File: src/rtl/alu_exec_stage.sv
// Execute stage around a combinational ALU.
// S0 holds the accepted operation and drives the ALU directly; S1 captures the
// ALU result for writeback. Architectural Z/N/V flags track retired results.
//
// Handshake rule on both sides: a transfer happens on a rising edge where
// valid && ready are both high. A producer holds valid and payload steady
// until that edge. A consumer may drive ready independently of valid.

`ifndef WORD_SIZE
`define WORD_SIZE 8
`endif
`ifndef ADD
`define ADD 5'h00
`endif
`ifndef SUB
`define SUB 5'h01
`endif

module alu_exec_stage #(
  parameter int DATA_W = `WORD_SIZE,
  parameter int RD_W   = 3
) (
  input  logic              clk,
  input  logic              rst,
  input  logic              in_valid,
  output logic              in_ready,
  input  logic [4:0]        in_opcode,
  input  logic [RD_W-1:0]   in_rd,
  input  logic [DATA_W-1:0] in_a,
  input  logic [DATA_W-1:0] in_b,
  output logic [DATA_W-1:0] alu_a,
  output logic [DATA_W-1:0] alu_b,
  output logic [4:0]        alu_opcode,
  input  logic [DATA_W-1:0] alu_c,
  input  logic              alu_overflow,
  output logic              wb_valid,
  input  logic              wb_ready,
  output logic [RD_W-1:0]   wb_rd,
  output logic [DATA_W-1:0] wb_data,
  output logic              wb_overflow,
  output logic              wb_illegal,
  output logic              flag_z,
  output logic              flag_n,
  output logic              flag_v,
  input  logic              clr_flags
);

  logic            s0_v;
  logic            s1_v;
  logic [RD_W-1:0] s0_rd;
  logic            s1_adv;
  logic            in_fire;
  logic            wb_fire;
  logic            op_legal;

  // S0 moves into S1 whenever S1 is empty or is being drained this cycle.
  assign s1_adv   = s0_v && (!s1_v || wb_ready);
  assign in_ready = !s0_v || s1_adv;
  assign in_fire  = in_valid && in_ready;
  assign wb_valid = s1_v;
  assign wb_fire  = s1_v && wb_ready;
  assign op_legal = (alu_opcode == `ADD) || (alu_opcode == `SUB);

  // Operand register: load on accept, drain into S1, hold while stalled.
  always_ff @(posedge clk) begin
    if (rst) begin
      s0_v       <= 1'b0;
      alu_a      <= '0;
      alu_b      <= '0;
      alu_opcode <= '0;
      s0_rd      <= '0;
    end else begin
      if (in_fire) begin
        s0_v       <= 1'b1;
        alu_a      <= in_a;
        alu_b      <= in_b;
        alu_opcode <= in_opcode;
        s0_rd      <= in_rd;
      end else if (s1_adv) begin
        s0_v <= 1'b0;
      end
    end
  end

  // Result register: capture ALU output (or an illegal marker) from S0.
  always_ff @(posedge clk) begin
    if (rst) begin
      s1_v        <= 1'b0;
      wb_rd       <= '0;
      wb_data     <= '0;
      wb_overflow <= 1'b0;
      wb_illegal  <= 1'b0;
    end else begin
      if (s1_adv) begin
        s1_v        <= 1'b1;
        wb_rd       <= s0_rd;
        wb_data     <= op_legal ? alu_c : '0;
        wb_overflow <= op_legal ? alu_overflow : 1'b0;
        wb_illegal  <= !op_legal;
      end else if (wb_fire) begin
        s1_v <= 1'b0;
      end
    end
  end

  // Status flags follow retired results; an overflow retiring beats a clear.
  always_ff @(posedge clk) begin
    if (rst) begin
      flag_z <= 1'b0;
      flag_n <= 1'b0;
      flag_v <= 1'b0;
    end else begin
      if (wb_fire) begin
        flag_z <= (wb_data == '0);
        flag_n <= wb_data[DATA_W-1];
      end
      flag_v <= (flag_v && !clr_flags) || (wb_fire && wb_overflow);
    end
  end

endmodule

File: config.mk
export PLATFORM = sky130hd
export DESIGN_NAME = alu_exec_stage
export DESIGN_NICKNAME = d
export VERILOG_FILES = /design/src/rtl/alu_exec_stage.sv
export SDC_FILE = /design/constraint.sdc
export NUM_CORES = 1
export LEC_CHECK = 0
export BUFFER_PORTS_ARGS = -buffer_cell sky130_fd_sc_hd__buf_2
export CAP_MARGIN = 10
export CORE_MARGIN = 2
export CORE_UTILIZATION = 50
export CTS_CLUSTER_SIZE = 24
export DETAILED_ROUTE_END_ITERATION = 8
export PLACE_DENSITY_LB_ADDON = 0.12
export SLEW_MARGIN = 20
export SYNTH_ARGS = -nofsm -noshare
export SYNTH_HDL_FRONTEND = slang
export SYNTH_SLANG_ARGS = --single-unit
export TNS_END_PERCENT = 50
File: constraint.sdc
create_clock -name clk -period 1.8 [get_ports clk]
set_clock_uncertainty 0.1 [all_clocks]
set_input_delay 0.09 -clock clk [delete_from_list [all_inputs] [get_ports clk]]
set_output_delay 0.09 -clock clk [all_outputs]
set_load 0.01 [all_outputs]
# Word level (Yosys, flattened, before mapping)
# Cells that the tools add are included.
# totals
regBits	42
latchBits	0
ram_bits	0
romBits	0
input_bits	38
output_inout_bits	39
elab_cells	37
mem_count	0
# classes
addsub	0
n_mul	0
div	0
order_cmp	0
eq_ne	1
shift	0
n_mux	6
bitwise	0
n_reduce_logical	17
# ops
op	count
logical NOT 8 bit	1
2-to-1 mux 8 bit	1
== test 5 x 1 -> 1 bit, second input constant	1
logical AND 1 bit	5
logical NOT 5 bit	1
2-to-1 mux 1 bit	5
logical NOT 1 bit	4
logical OR 1 bit	4
nonzero test 2 bit	2

# Logic depth before layout (Yosys ltp)
# depth
depth_word	6
ltp_mapped	6
ltp_nobuf	3

# Worst setup path after synthesis
# Ideal clock, no wire load.
# synth_path
kind	reg-to-reg
from	reg s1_v, in the netlist wb_valid
to	reg alu_a[0]
setup_ns	0.118
arrival_ns	1.116
required_time_ns	1.582
setup_slack_ns	0.466
path_stages_with_launch	6
synth_period_minus_slack_ns	1.334
cell_sequence	dfxtp_1 -> nor2b_4 -> a21boi_2 -> buf_6 -> buf_12 -> mux2i_1
# synth_via
elab_chain_len	5
# synth_lines
item	line_no	source
from (decl)	49	logic s1_v;
from (signal assigned)	88	s1_v <= 1'b0;
from (signal assigned)	95	s1_v <= 1'b1;
from (signal assigned)	101	s1_v <= 1'b0;
logical NOT 1 bit	57	assign s1_adv = s0_v && (!s1_v || wb_ready);
logical OR 1 bit	57	
logical AND 1 bit	57	
logical OR 1 bit	58	assign in_ready = !s0_v || s1_adv;
logical AND 1 bit	59	assign in_fire = in_valid && in_ready;
to (signal assigned)	75	alu_a <= in_a;
to (decl)	31	output logic [DATA_W-1:0] alu_a,
# Every way passes these cells.
# A chain may end at the register's enable or synchronous reset.

# Worst setup path in the final report
# layout_path
from	reg s1_v, in the netlist wb_valid
to	out in_ready
# layout_via
elab_chain_len	4
# layout_lines
item	line_no	source
logical NOT 1 bit	57	
logical OR 1 bit	57	
logical AND 1 bit	57	
logical OR 1 bit	58	
to (decl)	26	output logic in_ready,
# Every way passes these cells.

==> results.tsv <==
metric	value	unit
status	finished clean	
register area	841	sq um
Startpoint Class	register	
Post-Synthesis Cells	190	
remaining global-route overflow	0	
reg2reg end	wb_data[1]	
slew of the pin with the lowest slew margin	0.558	ns
fillers	246	
fin crit period	1.60	ns
cts bufs inserted	5	
crit share post-route	88.8	%
count of final hold-check violations	0	
CP peak stage delay	0.46	ns
Die ar.	3930	sq um
Worst Path Buf+Inv	2	
Core Area	3340	sq um
R2R Path Start	alu_opcode[1]	
fmax	626	MHz
gr usage total	22.5	%
FF-to-FF setup slack	0.40	ns
Vias	1674	
worst hold endpoint	s0_v	
post-route cell area	2510	sq um
WP data required	1.61	ns
Routed WL per cell	12.0	microns
combinational power share	18.4	%
H-tree depth	2	
area occupied by multi-input gates	769	sq um
Port Buffers	76	
PD cells	699	nW/um^2
Pwr Total	0.00176	W
area share of the leading cell type in the synthesized netlist	48.8	%
RSZ-0062 raised after global routing	no	
power share of the sequential group	57.6	%
Crit. End Element	output port	
Avg Cell Area, Syn	9.07	sq um
Synth Register Bits	42	
Detailed Place HPWL	2360	microns
hold_ws	0.0178	ns
DRC violations left	0	
endpoints failing setup	0	
Mapped Area	1720	sq um
# resized after CTS	0	
drt via density	4.85	
row cnt	21	
crit-path leading delay family	flip-flops	
clock share of power	24.0	%
CP max FO	15	
clock root buffer	clkbuf_4	
Pre-antenna DRT Iters	4	
Initial Utilization	51.7	%
hold path startpoint	rst	
leading cell types in the layout, fill and taps excluded	buf_2, nand2_1, dfxtp_1	
r2r worst-path depth	3	
crit path cell chain	nor2b_4 -> buf_4 -> nand2_1 -> buf_2	
sequential area share after synthesis	48.8	%
ratio of cells with drive above 1 in the final layout	29.4	%
Max Root-Sink Buffers	2	
Antenna Nets Post-Route	0	
first-pass GRT wire length	7080	microns
Layout area overhead	45.8	%
Max-Cap Viols	0	
Slowest cell on crit path	dfxtp_1	
die height	62.7	microns
final WL	4130	microns
placed cell area	2100	sq um
Mapped Nets	228	
Syn. warnings	0	
Area contributors post-synth	dfxtp_1, mux2i_1, nand2_1	
initial antenna violation count	0	
Worst Hold Class	in2reg	
vias in the first global route	1536	
CTS Sinks	42	
Worst-Skew Late Latency	0.34	ns
IO Count	77	
Static Leak	1.20	nW
Int Pwr	0.00130	W
switch share	26.1	%
post-layout worst setup margin	0.202	ns
Die W	62.7	microns
crit path kind	reg2out	
Rel. slew slack	62.5	%
dominant cell type by area after synthesis	dfxtp_1	
nets@finish	337	
largest net degree at the start of global routing	50	
clock tree from TritonCTS	built	
Clk pin slew, worst setup/hold paths	0.10	ns
DP Worst Slack	0.405	ns
commonest non-fill, non-tap cell in the layout	buf_2	
Max VDD drop	0.492	mV
Iter 0 DRT Violations	114	
library cells used by synthesis	21	
Sw Pwr	0.000460	W
Final Wtd Congestion	0.697	
crit path DAT	1.41	ns
# diodes	0	
Hold Path Cell Cnt	2	
setup TNS	0	ns
Slew Viols, Final	0	
==> power groups by stage <==
stage | Combinational [W] | Sequential, W | Clock [W]
2_1_floorplan | 0.000145 | 0.00105 | 0
3_3_place_gp | 0.000261 | 0.00103 | 0
3_5_place_dp | 0.000262 | 0.00103 | 0
4_1_cts | 0.000321 | 0.00101 | 0.000432
5_1_grt | 0.000358 | 0.00102 | 0.000484
6_report | 0.000323 | 0.00101 | 0.000422
==> routing by layer <==
layer	track usage, %	routed length (microns)	vias up
met2	37.9	2030	53
met1	28.1	1860	753
met3	6.85	220	2
met5	0	0	-
met4	5.83	20	0
li1	-	-	866
==> sequential cells by signal (all words and copies together) (netlist names), 3 cells and up <==
| name | cells |
|---|---|
| wb_rd | 3 |
| alu_a | 8 |
| alu_opcode | 5 |
| wb_data | 8 |
| alu_b | 8 |
| s0_rd | 3 |
==> stage by stage <==
step                instances  utilization, %
floorplan                 190               -
global placement          301            62.9
detailed placement        301            62.9
CTS                       345            75.3
global route              345            75.3
finish                    345            75.3
==> repair_timing <==
| item | CTS | global route |
|---|---|---|
| buffers inserted | 0 | 0 |
| endpoints found under the hold margin | 37 | 0 |
| hold buffers | 37 | 0 |
==> Yosys cell counts <==
library cell	count
nor2b_4	1
buf_12	2
inv_1	2
o21ai_0	12
nand4_1	10
a21oi_1	17
buf_1	1
clkbuf_1	6
dfxtp_1	42
nand2_1	52
nor4_4	1
buf_6	2
buf_4	2
mux2i_1	24
nor4_1	2
a21boi_2	1
nor2_1	2
nand3_1	6
buf_2	2
nand2b_1	2
o211a_1	1
==> cell families (layout without fill, tap and decap cells) <==
kind of cell	Yosys count	after routing	synth area share [%]
multiplexers	24	24	13.9
AND/OR/NAND/NOR	76	76	20.6
AO/OA/AOI/OAI	31	31	9.65
flip-flops	42	42	48.8
buffers and inverters	17	126	7.04
==> final cells by class <==
cell class | instances | share of cell area (%)
multi-input combinational | 131 | 30.6
sequential | 42 | 33.4
timing repair buffer | 117 | 31.6
inverter | 2 | 0.299
tap | 46 | 2.29
clock buffer | 7 | 1.79
==> how the worst max path moves through the flow <==
stage / from / endpoint / slack [ns] / depth (start not counted)
after global placement: alu_opcode[1] / wb_illegal / 0.39 / 3
after floorplan: wb_valid / alu_a[0] / 0.47 / 5
final: wb_valid / in_ready / 0.20 / 4
after CTS: wb_valid / in_ready / 0.19 / 4
after detailed placement: alu_opcode[1] / wb_data[4] / 0.41 / 3
after global routing: wb_valid / in_ready / 0.08 / 4
No activity file was read; power rests on OpenSTA's default activity.
